===== config.mk =====
export PLATFORM = sky130hd
export DESIGN_NAME = rx_fifo
export DESIGN_NICKNAME = d
export VERILOG_FILES = /design/src/rtl/rx_pkg.sv /design/src/rtl/rx_fifo_ctrl.sv /design/src/rtl/rx_fifo.sv
export SDC_FILE = /design/constraint.sdc
export NUM_CORES = 1
export LEC_CHECK = 0
export ABC_AREA = 0
export CAP_MARGIN = 20
export CORE_ASPECT_RATIO = 1.2
export CORE_MARGIN = 3
export CORE_UTILIZATION = 30
export DETAILED_ROUTE_END_ITERATION = 8
export MAX_ROUTING_LAYER = met4
export PLACE_DENSITY = 0.55
export SLEW_MARGIN = 20
export SYNTH_ARGS = -nofsm -noshare
export SYNTH_HDL_FRONTEND = slang
export SYNTH_HIERARCHICAL = 1
export SYNTH_SLANG_ARGS = --single-unit

===== constraint.sdc =====
create_clock -name clk -period 4.19 [get_ports clk]
set_input_delay 0.6285 -clock clk [delete_from_list [all_inputs] [get_ports clk]]
set_output_delay 0.6285 -clock clk [all_outputs]
set_load 0.1 [all_outputs]

===== src/rtl/rx_pkg.sv =====
// Shared helpers and types for the receive FIFO.
package rx_pkg;

    // Pointer width needed to address a store of the given depth.
    function automatic int ptr_w(input int depth);
        return $clog2(depth);
    endfunction

    // Word type for the default byte-wide receive path.
    typedef logic [7:0] rx_word_t;

endpackage : rx_pkg


===== src/rtl/rx_fifo_ctrl.sv =====
// Receive FIFO control: read/write pointers, occupancy and the sticky
// overflow flag. Storage lives in the parent; this block only decides
// which pushes and pops are accepted.
module rx_fifo_ctrl
    import rx_pkg::*;
#(
    parameter  int DEPTH = 8,
    localparam int PW    = ptr_w(DEPTH),
    localparam int CW    = PW + 1
) (
    input  logic          clk,
    input  logic          rst,
    input  logic          wr_en,
    input  logic          rd_en,
    input  logic          ovf_clr,
    output logic          wr_ok,
    output logic [PW-1:0] wp,
    output logic [PW-1:0] rp,
    output logic [CW-1:0] cnt,
    output logic          full,
    output logic          empty,
    output logic          overflow
);

    localparam logic [CW-1:0] FULL_CNT = CW'(DEPTH);

    logic rd_ok;
    logic drop;

    // Flags come from the registered count only, never from the requests.
    assign full  = (cnt == FULL_CNT);
    assign empty = (cnt == '0);

    // A push into a full store is still accepted when a pop frees the
    // oldest slot in the same cycle; a pop from an empty store is ignored
    // even if a push arrives alongside it (no bypass).
    assign wr_ok = wr_en && (!full || rd_en);
    assign rd_ok = rd_en && !empty;
    assign drop  = wr_en && full && !rd_en;

    // Pointer, occupancy and overflow state.
    // NOTE: sequential state is assigned with <= so every register samples
    // the pre-edge values of the others, regardless of statement order.
    always_ff @(posedge clk or negedge rst) begin
        if (!rst) begin
            wp       <= '0;
            rp       <= '0;
            cnt      <= '0;
            overflow <= 1'b0;
        end else begin
            if (wr_ok) wp <= wp + PW'(1);
            if (rd_ok) rp <= rp + PW'(1);

            case ({wr_ok, rd_ok})
                2'b10:   cnt <= cnt + CW'(1);
                2'b01:   cnt <= cnt - CW'(1);
                default: cnt <= cnt;
            endcase

            // A dropped push beats a simultaneous clear.
            if (drop)         overflow <= 1'b1;
            else if (ovf_clr) overflow <= 1'b0;
        end
    end

endmodule : rx_fifo_ctrl


===== src/rtl/rx_fifo.sv =====
// Receive FIFO: DEPTH x DATA_WIDTH show-ahead buffer between the serial
// receiver and the processor read path, with occupancy, full/empty and a
// sticky overflow flag.
module rx_fifo
    import rx_pkg::*;
#(
    parameter  int DATA_WIDTH = 8,
    parameter  int DEPTH      = 8,
    localparam int PW         = ptr_w(DEPTH),
    localparam int CW         = PW + 1
) (
    input  logic                  clk,
    input  logic                  rst,
    input  logic                  wr_en,
    input  logic [DATA_WIDTH-1:0] wr_data,
    input  logic                  rd_en,
    output logic [DATA_WIDTH-1:0] rd_data,
    output logic                  empty,
    output logic                  full,
    output logic [CW-1:0]         count,
    output logic                  overflow,
    input  logic                  ovf_clr
);

    if ((DEPTH < 2) || ((DEPTH & (DEPTH - 1)) != 0)) begin : g_depth_chk
        $error("rx_fifo: DEPTH (%0d) must be a power of two and at least 2", DEPTH);
    end
    if (DATA_WIDTH < 1) begin : g_width_chk
        $error("rx_fifo: DATA_WIDTH (%0d) must be at least 1", DATA_WIDTH);
    end

    logic [DATA_WIDTH-1:0] mem [DEPTH];
    logic [PW-1:0]         wp;
    logic [PW-1:0]         rp;
    logic                  wr_ok;

    rx_fifo_ctrl #(
        .DEPTH (DEPTH)
    ) u_ctrl (
        .clk      (clk),
        .rst      (rst),
        .wr_en    (wr_en),
        .rd_en    (rd_en),
        .ovf_clr  (ovf_clr),
        .wr_ok    (wr_ok),
        .wp       (wp),
        .rp       (rp),
        .cnt      (count),
        .full     (full),
        .empty    (empty),
        .overflow (overflow)
    );

    // Storage write. When full with a simultaneous pop, wp == rp and the
    // new word lands in the slot the oldest word is leaving.
    // NOTE: the array has no reset; its contents are only observable
    // after a push, and leaving it unreset lets it map onto plain RAM.
    always_ff @(posedge clk) begin
        if (wr_ok) mem[wp] <= wr_data;
    end

    // Show-ahead read: the oldest entry is always presented.
    assign rd_data = mem[rp];

endmodule : rx_fifo


==> metrics.md, run 1 <==
| Metric | Value |
|---|---|
| Critical Path RT | `3.56 ns` |
| Hpwl dp | `3570 um` |
| Simple-gate share of the synthesized area | `0.0451` |
| Total gr overflow | `0` |
| Num ports | `28` |
| Antenna diodes | `0` |
| Crit Path Class | `reg -> out` |
| Final Hold Fails | `0` |
| Slew HR | `0.350` |
| Final setup violation count | `0` |
| Post_cts resized | `0` |
| Syn nets | `186` |
| Post-Syn Area | `3190 sq um` |
| Area share of the largest cell type after synthesis | `0.602` |
| Vias/cell | `4.77` |
| Max H-tree Level | `3` |
| Die W | `100 um` |
| CTS Sinks | `75` |
| Layout cells sized above 1 | `0.185` |
| CTS buffer count | `9` |
| Slowest-stage cell, CP | `clkdlybuf4s50_1` |
| Initial antenna violation count | `0` |
| Primary FF master, synth | `edfxtp_1` |
| Vias in the first global route | `1640` |
| Starting density of the core | `0.313` |
| R2R Path End | `u_ctrl/cnt[3]` |
| Delay-heaviest family, CP | `buffers and inverters` |
| Critical path arrival | `2.58 ns` |
| Area leader, netlist | `edfxtp_1` |
| Reg-to-reg startpoint | `u_ctrl/cnt[3]` |
| CTS tree | `done` |
| Placeable Area | `10200 sq um` |
| Pins Over Slew Limit | `0` |
| RSZ-0062 raised after global routing | `false` |
| Crit share post-route | `0.767` |
| Drt drc | `0` |
| Yosys warns | `6` |
| Post-route ant nets | `0` |
| Adder-Cell Fraction of Synth Area | `0.0259` |
| Largest family of logic cells by synthesized area | `multiplexers` |
| Clk slew on worst S/H paths | `0.06 ns` |
| First-pass GRT wire length | `8970 um` |
| Post-synthesis mux area share | `0.167` |
| Synth unique cells | `34` |
| Largest net degree at the start of global routing | `18` |
| Synth Area in XOR/XNOR | `0.0165` |
| Max Fclk | `311 MHz` |
| Setup Total Neg Slack | `0 ns` |
| Slew @ Worst Pin | `0.971 ns` |
| Clk_lat worst skew | `0.32 ns` |
| Cell with the most instances after synthesis | `edfxtp_1` |
| Final wirelength | `5670 um` |
| Reg2Reg Setup Slack | `1.24 ns` |
| Worst Hold End | `u_ctrl/wp[2]` |
| Hold path startpoint | `u_ctrl/wp[2]` |
| Status | `complete, no violations` |
| Seq cells post-synth | `75` |
| Worst Path Buf+Inv | `2` |
| Total Routing Usage GR | `0.104` |
| Synth Area in Compound Gates | `0.0278` |
| Port bufs | `27` |
| Die Area | `11900 sq um` |
| Worst R2R Path Depth | `7` |
| Hold Path Depth | `1` |
| Hold Path Class | `reg -> reg` |
| Post-synth top cells | `edfxtp_1 (64), mux4_1 (15), dfrtp_1 (11)` |
| Register area share after synthesis | `0.689` |
| Die Y | `119 um` |
| Starting DRT DRC Count | `42` |
| Min cycle time layout | `3.21 ns` |
| Maxcap violations | `0` |
| CP startpoint kind | `flop` |
| Post-layout nets | `220` |
| Crit-path max FO | `8` |
| CTS Root Cell | `clkbuf_16` |
| Critical path's largest stage delay | `1.12 ns` |
| Avg WL per Cell | `17.1 um` |
| CP Capture Type | `primary output` |
| GPL Wtd Cong | `0.659` |
| Ys async rst share | `0.147` |
| Area Growth Syn to Fin | `20.5%` |
| Synth Area per Inst | `19.1 sq um` |
| Max Buffers Root-to-Sink | `2` |
| Final Skew | `0.00636 ns` |
| Row count | `40` |
| Router iterations before antenna repair | `4` |
| Most area-consuming cells after synthesis | `edfxtp_1 (60%), mux4_1 (12%), dfrtp_1 (8.6%), mux2_2 (3.2%), ha_1 (2.0%)` |
| CTS hold repair buffers | `0` |
| Critical Path, Cell by Cell | `or4b_4 -> inv_1 -> clkdlybuf4s50_1` |
| Post-CTS setup buffers | `0` |
| Mapped Cells | `167` |
| Number of flops mapped to enable cells by yosys | `64` |
| Vias after detailed routing | `1579` |
[area by class of cell]
cell class / count / area, sq um
Sequential cell: 75 / 2200
Fill cell: 956 / 6370
Timing Repair Buffer: 30 / 273
Inverter: 9 / 33.8
Tap cell: 126 / 158
Clock inverter: 4 / 42.5
Clock buffer: 11 / 233
Multi-Input combinational cell: 76 / 907
[cells in the final DEF (no fill, tap or decap), drive strengths merged, types with 5 or more instances in the layout]
master / n
nand2: 8
buf: 11
dfrtp: 11
clkdlybuf4s50: 19
nor2: 6
clkbuf: 11
inv: 9
ha: 5
mux2: 10
edfxtp: 64
mux4: 16
xnor2: 5
[cell families after synthesis]
group           Yosys count
flops                    75
simple gates             27
mux                      26
buf+inv                  16
compound gates           11
xor+xnor                  6
fa+ha+maj                 6
[worst register-to-register path, delay by kind of cell (launching register included)]
| family | cells | cell delay (ns) |
|---|---|---|
| DFF | 1 | 0.45 |
| AOI/OAI and AO/OA | 3 | 0.97 |
| buffers and inverters | 1 | 0.10 |
| adders and majority gates | 2 | 0.67 |
| and+or+nand+nor | 1 | 0.63 |
[flip-flops by register name (all words and copies together) (netlist names)]
register	flops
u_ctrl/overflow	1
u_ctrl/cnt	4
u_ctrl/wp	3
mem	64
u_ctrl/rp	3
[per-stage QoR]
stage                     hold slack [ns]  cells   util  setup slack [ns]  area (sq um)
after floorplan                     0.333    167      -             0.840          3200
after global placement              0.486    316  0.350              1.10          3570
after detailed placement            0.486    316  0.350              1.05          3570
after CTS                           0.497    331  0.376             0.959          3840
after global routing                0.531    331  0.376             0.905          3840
final                               0.489    331  0.376             0.977          3840
[per-layer routing]
metal,global-route usage,vias to the layer above,routed length [um],share of wire
met5,-,-,0,0
met3,0.0258,2,178,0.031
met2,0.151,30,2690,0.47
li1,-,742,-,-
met4,0.0379,0,27,0.0048
met1,0.143,805,2780,0.49
[how the worst max path moves through the flow]
| stage | from | endpoint | cells after the start |
|---|---|---|---|
| 5_1_grt | u_ctrl/cnt[0] | full | 3 |
| 3_3_place_gp | rd_en | u_ctrl/cnt[3] | 8 |
| 2_1_floorplan | u_ctrl/cnt[0] | empty | 2 |
| 6_report | u_ctrl/cnt[0] | full | 3 |
| 4_1_cts | u_ctrl/cnt[0] | full | 3 |
| 3_5_place_dp | rd_en | u_ctrl/cnt[3] | 8 |
Power of run 1 is not shown: default switching activity piles up to over one toggle a cycle in this logic, so the estimate is an artifact.
==> run 2: changes to the inputs <==
==> constraint.sdc (replaced) <==
create_clock -name clk -period 3.3 [get_ports clk]
set_input_delay 0.495 -clock clk [delete_from_list [all_inputs] [get_ports clk]]
set_output_delay 0.495 -clock clk [all_outputs]
set_load 0.1 [all_outputs]
==> metrics.md, run 2 (synthesized netlist as in run 1, its figures left out) <==
| Metric | Value |
|---|---|
| Status | `complete, no violations` |
| Worst Path Buf+Inv | `0` |
| GPL Wtd Cong | `0.723` |
| CTS tree | `done` |
| Crit Path Class | `reg -> reg` |
| Most frequent cells in the layout | `edfxtp_1 (64), buf_4 (25), mux4_1 (15), clkdlybuf4s50_1 (13)` |
| Final Skew | `0.00547 ns` |
| First-pass GRT wire length | `8960 um` |
| Largest net degree at the start of global routing | `18` |
| Final setup violation count | `0` |
| Post-CTS setup buffers | `0` |
| Max H-tree Level | `3` |
| Starting DRT DRC Count | `60` |
| Critical path arrival | `3.14 ns` |
| CTS Root Cell | `clkbuf_16` |
| Critical Path RT | `3.50 ns` |
| Setup Total Neg Slack | `0 ns` |
| CP Capture Type | `flop` |
| Critical Path, Cell by Cell | `or4b_4 -> o21ai_4 -> ha_1 -> ha_1 -> or4b_2 -> o311ai_0 -> o211ai_1` |
| Vias/cell | `4.76` |
| Router iterations before antenna repair | `4` |
| Critical path's most frequent cell | `ha_1` |
| Num ports | `28` |
| Die W | `100 um` |
| Slew HR | `0.350` |
| Commonest non-fill, non-tap cell in the layout | `edfxtp_1` |
| Crit share post-route | `0.891` |
| Row count | `40` |
| Hold Path Class | `reg -> reg` |
| Hpwl dp | `3630 um` |
| Max reg flops | `64` |
| Drt drc | `0` |
| Reg2Reg Setup Slack | `0.36 ns` |
| Critical path's largest stage delay | `0.65 ns` |
| Most flop-heavy register | `mem` |
| Largest regs | `mem x64, u_ctrl/cnt x4` |
| Placeable Area | `10200 sq um` |
| Slowest-stage cell, CP | `or4b_2` |
| # fillers | `946` |
| Post-route ant nets | `0` |
| Port bufs | `27` |
| Post_cts resized | `0` |
| Vias in the first global route | `1676` |
| Avg WL per Cell | `16.5 um` |
| Die Area | `11900 sq um` |
| CTS buffer count | `9` |
| Max Buffers Root-to-Sink | `2` |
| Total Routing Usage GR | `0.105` |
| CP startpoint kind | `flop` |
| Crit-path max FO | `9` |
| Delay-heaviest family, CP | `simple AND/OR/NAND/NOR gates` |
| Pins Over Slew Limit | `0` |
| Final wirelength | `5620 um` |
| Starting density of the core | `0.313` |
| Die Y | `119 um` |
| Antenna diodes | `0` |
| Final Hold Fails | `0` |
| Total gr overflow | `0` |
| Maxcap violations | `0` |
| CTS Sinks | `75` |
| Min cycle time layout | `2.94 ns` |
| Layout cells sized above 1 | `0.262` |
| Clk_lat worst skew | `0.33 ns` |
| Vias after detailed routing | `1617` |
| Post-layout nets | `228` |
| Clk slew on worst S/H paths | `0.06 ns` |
| Max Fclk | `340 MHz` |
| Initial antenna violation count | `0` |
| CTS hold repair buffers | `0` |
| Area Growth Syn to Fin | `23.0%` |
| Slew @ Worst Pin | `0.972 ns` |
| RSZ-0062 raised after global routing | `false` |
-- run 2: changes by cell type in the layout (fill, tap and decap cells not counted), sizes merged --
cell and change:
clkinvlp +1, buf +14, bufinv +1, clkdlybuf4s50 -6
clkbuf -1
-- run 2: worst paths after layout --
check                                    from             to  cells past startpoint
worst max register to register  u_ctrl/cnt[2]  u_ctrl/cnt[3]                      7
min in group asynchronous                 rst  u_ctrl/cnt[1]                      1
worst max-delay path            u_ctrl/cnt[2]  u_ctrl/cnt[3]                      7
worst min register to register   u_ctrl/wp[2]   u_ctrl/wp[2]                      1
max in group asynchronous                 rst  u_ctrl/cnt[3]                      1
worst min-delay path             u_ctrl/wp[2]   u_ctrl/wp[2]                      1
-- run 2: through the flow --
step,setup WS [ns],area (sq um),utilization,hold WS [ns],instances
floorplan,0.0706,3200,-,0.199,167
global placement,0.340,3620,0.354,0.488,324
detailed placement,0.272,3620,0.354,0.494,324
CTS,0.337,3930,0.384,0.506,340
global route,0.219,3930,0.384,0.511,340
finish,0.359,3930,0.384,0.503,340
-- run 2: cell type report --
type	instances	area (sq um)	area share
clock buffer	10	229	0.0583
clock inverter	6	80.1	0.0204
inverter	9	33.8	0.00861
multi-input combinational	76	907	0.231
sequential	75	2200	0.560
tap	126	158	0.0402
timing repair buffer	38	318	0.0810
-- run 2: worst register-to-register path: cells and delay by family (launching register included) --
family / cells / cell delay [ns]
AND/OR/NAND/NOR: 2 / 1.25
adder cells (fa/ha/maj): 2 / 0.67
AO/OA/AOI/OAI: 3 / 0.45
flip-flops: 1 / 0.44
-- run 2: layer usage --
metal  track usage  share of wire
met3        0.0199          0.033
met1         0.135           0.47
met5             -              0
met2         0.155           0.47
met4        0.0607          0.026
Power of run 2 is left out for the same reason.
==> run 3: changes to the inputs <==
--- a/config.mk
+++ b/config.mk
@@ -11,6 +11,7 @@
 export CORE_MARGIN = 3
 export CORE_UTILIZATION = 30
 export DETAILED_ROUTE_END_ITERATION = 8
+export GPL_TIMING_DRIVEN = 1
 export MAX_ROUTING_LAYER = met4
 export PLACE_DENSITY = 0.55
 export SLEW_MARGIN = 20
==> results of run 3 <==
No change in the layout: final DEF, timing and power equal those of run 2.
Power of run 3 is left out for the same reason.
==> RTL change 1: new RTL, config.mk and constraints of run 2 <==
Reset style: synchronous (`rst`), changed in one clocked block.
--- a/src/rtl/rx_fifo_ctrl.sv
+++ b/src/rtl/rx_fifo_ctrl.sv
@@ -41,7 +41,7 @@
     // Pointer, occupancy and overflow state.
     // NOTE: sequential state is assigned with <= so every register samples
     // the pre-edge values of the others, regardless of statement order.
-    always_ff @(posedge clk or negedge rst) begin
+    always_ff @(posedge clk) begin
         if (!rst) begin
             wp       <= '0;
             rp       <= '0;
Behaviour: differs if rst is asserted again (counterexample within 4 cycles, from zero or initial values and one cycle with rst low); with rst held inactive, the same outputs for 10 cycles.
==> RTL change 1 against run 2 <==
Synthesized area fell by 1.7%. Largest cell class unchanged. Final area fell by 1.6%. Via count fell by 2.5%. Critical path depth fell by 3. Sequential cell count did not move. Wire length fell by 2.7%. Synthesized cell count rose by 1.2%. Worst setup slack improved by 0.30 ns.
==> RTL change 1: results <==
{
  "outcome": "complete, no violations",
  "synthMuxAreaShare_pct": 17.1,
  "crit-reg2reg-launch": "u_ctrl/cnt[0]",
  "wl_per_cell_um": 16.0,
  "grt_util_all_layers_pct": 10.6,
  "dpl-instance-area_um2": 3560,
  "first_global_vias": 1634,
  "wl_met1_um": 2460,
  "routed.top_layer": "met4",
  "critical_path.max_fanout": 16,
  "post_synth_main_area_contributors": "sky130_fd_sc_hd__edfxtp_1 (61%), sky130_fd_sc_hd__mux4_1 (13%), sky130_fd_sc_hd__dfxtp_1 (7.0%), sky130_fd_sc_hd__mux2_2 (2.9%), sky130_fd_sc_hd__ha_1 (2.0%)",
  "hold-path-cell-count": 2,
  "cpPeakStageDelay_ns": 0.61,
  "clock-skew-final_ns": 0.00702,
  "met3_routed_length_um": 187,
  "regToRegSetupSlack_ns": 0.74,
  "post_layout_nonfiller_instances": 342,
  "max-slew-margin-rel_pct": 35.3,
  "drt_first_iter_violations": 92,
  "worst_r2r_endpoint": "u_ctrl/cnt[3]",
  "postSynthCellCount": 169,
  "largest_net_degree_at_the_start_of_global_routing": 17,
  "met2_length_um": 2720,
  "synth_compound_area_share_pct": 2.35,
  "buffer_cell_driving_the_clock_tree_root": "sky130_fd_sc_hd__clkbuf_16",
  "dpl_worst_slack_ns": 0.534,
  "grtUsageMet3_pct": 2.73,
  "place.detailed.instances": 326,
  "global_route_wire_length_before_repair_um": 8890,
  "routabilityCongestion": 0.700,
  "ranking_of_synthesized_cells_by_instance_count": "sky130_fd_sc_hd__edfxtp_1 (64), sky130_fd_sc_hd__mux4_1 (15), sky130_fd_sc_hd__dfxtp_1 (11), sky130_fd_sc_hd__nor2_1 (9), sky130_fd_sc_hd__mux2_2 (8)",
  "yosys.area_share.adder_pct": 2.63,
  "critical-path-slowest-cell": "sky130_fd_sc_hd__mux4_1",
  "async_flop_share_pct": 0,
  "synth_xor_xnor_area_share_pct": 1.68,
  "worstHoldEndpoint": "u_ctrl/cnt[3]",
  "synth_cell_type_count": 31,
  "hp-start": "u_ctrl/cnt[3]",
  "seq_area_frac_synth_pct": 68.3,
  "fraction_of_met2_tracks_used_by_global_routing_pct": 15.8,
  "grt_use_met1_pct": 13.4,
  "vias_cell": 4.61,
  "place_hpwl_um": 3540,
  "cts.path.max_buffers": 2,
  "cpLargestDelayFamily": "multiplexers"
}
RTL change 1: how the worst max path moves through the flow:
| stage | from | to | slack, ns |
|---|---|---|---|
| 6_report | u_ctrl/rp[0] | rd_data[0] | 0.66 |
| 5_1_grt | u_ctrl/rp[0] | rd_data[0] | 0.56 |
| 4_1_cts | u_ctrl/rp[0] | rd_data[4] | 0.60 |
| 3_5_place_dp | rd_en | u_ctrl/cnt[3] | 0.53 |
| 3_3_place_gp | rd_en | u_ctrl/cnt[3] | 0.58 |
| 2_1_floorplan | u_ctrl/cnt[0] | empty | 0.23 |
RTL change 1: area by class of cell:
type                       instances  area, um2
sequential                        75       2140
inverter                           5       18.8
clock inverter                     7       75.1
timing repair buffer              37        310
clock buffer                       9        225
tap                              126        158
fill                             955       6250
multi-input combinational         83        935
RTL change 1: metrics by stage:
step,hold slack [ns],power [uW]
final,0.529,3040
after global routing,0.587,3180
after CTS,0.537,3080
after detailed placement,0.531,2110
after global placement,0.518,2100
after floorplan,0.508,1920
==> RTL change 2: new RTL, config.mk and constraints of run 2 <==
Made on the original files. `DEPTH` is set to 8 in 2 places; all go to 4.
--- a/src/rtl/rx_fifo_ctrl.sv
+++ b/src/rtl/rx_fifo_ctrl.sv
@@ -4,7 +4,7 @@
 module rx_fifo_ctrl
     import rx_pkg::*;
 #(
-    parameter  int DEPTH = 8,
+    parameter  int DEPTH = 4,
     localparam int PW    = ptr_w(DEPTH),
     localparam int CW    = PW + 1
 ) (
--- a/src/rtl/rx_fifo.sv
+++ b/src/rtl/rx_fifo.sv
@@ -5,7 +5,7 @@
     import rx_pkg::*;
 #(
     parameter  int DATA_WIDTH = 8,
-    parameter  int DEPTH      = 8,
+    parameter  int DEPTH      = 4,
     localparam int PW         = ptr_w(DEPTH),
     localparam int CW         = PW + 1
 ) (
Interface: changed (resized count); port bits go from 28 to 27. The function was not compared with the original's and may differ.
==> RTL change 2 against run 2 <==
Worst setup slack improved by 0.56 ns. Final area decreased by 50%. Worst hold slack improved by 0.0025 ns. Global-route usage is 0.37 points higher. Sequential cell count is 35 lower. Largest cell class unchanged. Synthesized area decreased by 50%. Wire length decreased by 49%. Sequential share of layout area is 3.0 points higher.
Power is left out: the tool's default activity adds up to more than one toggle a clock period on the data nets, which glitch-free logic cannot reach.
==> RTL change 2: results <==
{
  "timing.critical_path.arrival_ns": 1.88,
  "synth_cell_type_count": 22,
  "cpLargestDelayFamily": "flip-flops",
  "post_synth_main_area_contributors": "sky130_fd_sc_hd__edfxtp_1 (60%), sky130_fd_sc_hd__dfrtp_1 (13%), sky130_fd_sc_hd__mux4_2 (11%), sky130_fd_sc_hd__xnor2_1 (2.2%), sky130_fd_sc_hd__inv_1 (1.7%)",
  "seq_area_frac_synth_pct": 73.0,
  "port_buffers": 26,
  "cts.path.max_buffers": 2,
  "synth_compound_area_share_pct": 2.99,
  "setup_viol_count_final": 0,
  "biggestRegsByFlops": "mem (32), u_ctrl/cnt (3)",
  "buffer_cell_driving_the_clock_tree_root": "sky130_fd_sc_hd__clkbuf_8",
  "drt_first_pass_iters": 3,
  "worst_skew_pair.late_latency_ns": 0.29,
  "synth_nets": 94,
  "postCtsSetupRepairBufs": 0,
  "post_route_cells_drive_above_1_share_pct": 29.7,
  "largest_net_degree_at_the_start_of_global_routing": 12,
  "finish.net_count": 126,
  "critical-path-slowest-cell": "sky130_fd_sc_hd__dfrtp_1",
  "synth_xor_xnor_area_share_pct": 3.86,
  "min_path_type": "in2async",
  "synth_warnings": 6,
  "antenna_cells": 0,
  "cpPeakStageDelay_ns": 0.75,
  "gr-total-overflow": 0,
  "critical_path.max_fanout": 10,
  "async_flop_share_pct": 20.0,
  "antenna_violations_before_repair": 0,
  "clock_tree.htree_level_count": 2,
  "cts.clk_slew.worst_paths_ns": 0.07,
  "outcome": "complete, no violations",
  "clock-skew-final_ns": 0.00329,
  "synth_enable_flop_cells": 32,
  "place_hpwl_um": 1910,
  "routabilityCongestion": 0.735,
  "total_routed_length_um": 2840,
  "first_global_vias": 945,
  "cts-resized-gates": 0,
  "cts_buffers": 5,
  "grt_util_all_layers_pct": 10.9,
  "synthMuxAreaShare_pct": 12.0,
  "drt_first_iter_violations": 32,
  "detailroute.via_count": 817,
  "worstMarginPinSlew_ns": 0.969,
  "ranking_of_synthesized_cells_by_instance_count": "sky130_fd_sc_hd__edfxtp_1 (32), sky130_fd_sc_hd__dfrtp_1 (8), sky130_fd_sc_hd__mux4_2 (8), sky130_fd_sc_hd__inv_1 (7), sky130_fd_sc_hd__xnor2_1 (4)",
  "fillerInstances": 494,
  "global_route_wire_length_before_repair_um": 4690,
  "yosys.area_share.adder_pct": 2.05
}
## RTL change 2: cell types whose count changed after synthesis, sizes merged, moves of 3 or more
cell | run 2 | this run
buf | 5 | 1
dfrtp | 11 | 8
edfxtp | 64 | 32
ha | 5 | 1
mux2 | 10 | 0
mux4 | 16 | 8
nand2 | 8 | 1
nand2b | 3 | 0
nor2 | 6 | 1
## RTL change 2: stage by stage
| step | cells | hold slack (ns) | worst slack (ns) | utilization, % | area [um2] |
|---|---|---|---|---|---|
| 4_1_cts | 171 | 0.513 | 0.860 | 39.0 | 1970 |
| 6_report | 171 | 0.505 | 0.921 | 39.0 | 1970 |
| 2_1_floorplan | 79 | 0.199 | 0.595 | - | 1600 |
| 3_5_place_dp | 164 | 0.541 | 0.830 | 37.5 | 1890 |
| 5_1_grt | 171 | 0.515 | 0.787 | 39.0 | 1970 |
| 3_3_place_gp | 164 | 0.511 | 0.930 | 37.5 | 1890 |
## RTL change 2: path summary, 6_finish.rpt
path,startpoint,end,slack [ns],depth (start not counted)
min in group clk,u_ctrl/wp[1],u_ctrl/wp[1],0.54,1
max,u_ctrl/rp[0],rd_data[3],0.92,2
max in group asynchronous,rst,u_ctrl/wp[1],2.50,1
max reg2reg,u_ctrl/cnt[0],u_ctrl/cnt[2],1.07,8
min reg2reg,u_ctrl/wp[1],u_ctrl/wp[1],0.54,1
min,rst,u_ctrl/cnt[0],0.51,1
## RTL change 2: kinds of logic after synthesis
family,after synthesis
muxes,9
and+or+nand+nor,8
DFF,40
adders and majority gates,2
xor gates and xnor gates,7
buffers and inverters,9
AOI/OAI and AO/OA,4
## RTL change 2: final cells by class
| type | count | area (um2) | share of cell area [%] |
|---|---|---|---|
| Multi-Input combinational cell | 30 | 392 | 19.9 |
| Sequential cell | 40 | 1160 | 59.0 |
| Inverter | 7 | 26.3 | 1.34 |
| Clock inverter | 1 | 5.00 | 0.254 |
| Tap cell | 60 | 75.1 | 3.82 |
| Clock buffer | 6 | 72.6 | 3.69 |
| Timing Repair Buffer | 27 | 235 | 12.0 |
## RTL change 2: routing by layer
metal  share of wire (%)  global-route usage [%]  wire, um  up-vias
met4                 1.2                    4.03        34        0
met1                  42                    11.6      1200      421
li1                    -                       -         -      364
met3                 5.6                    3.99       160        5
met2                  51                    18.3      1440       27
met5                   0                       -         0        -
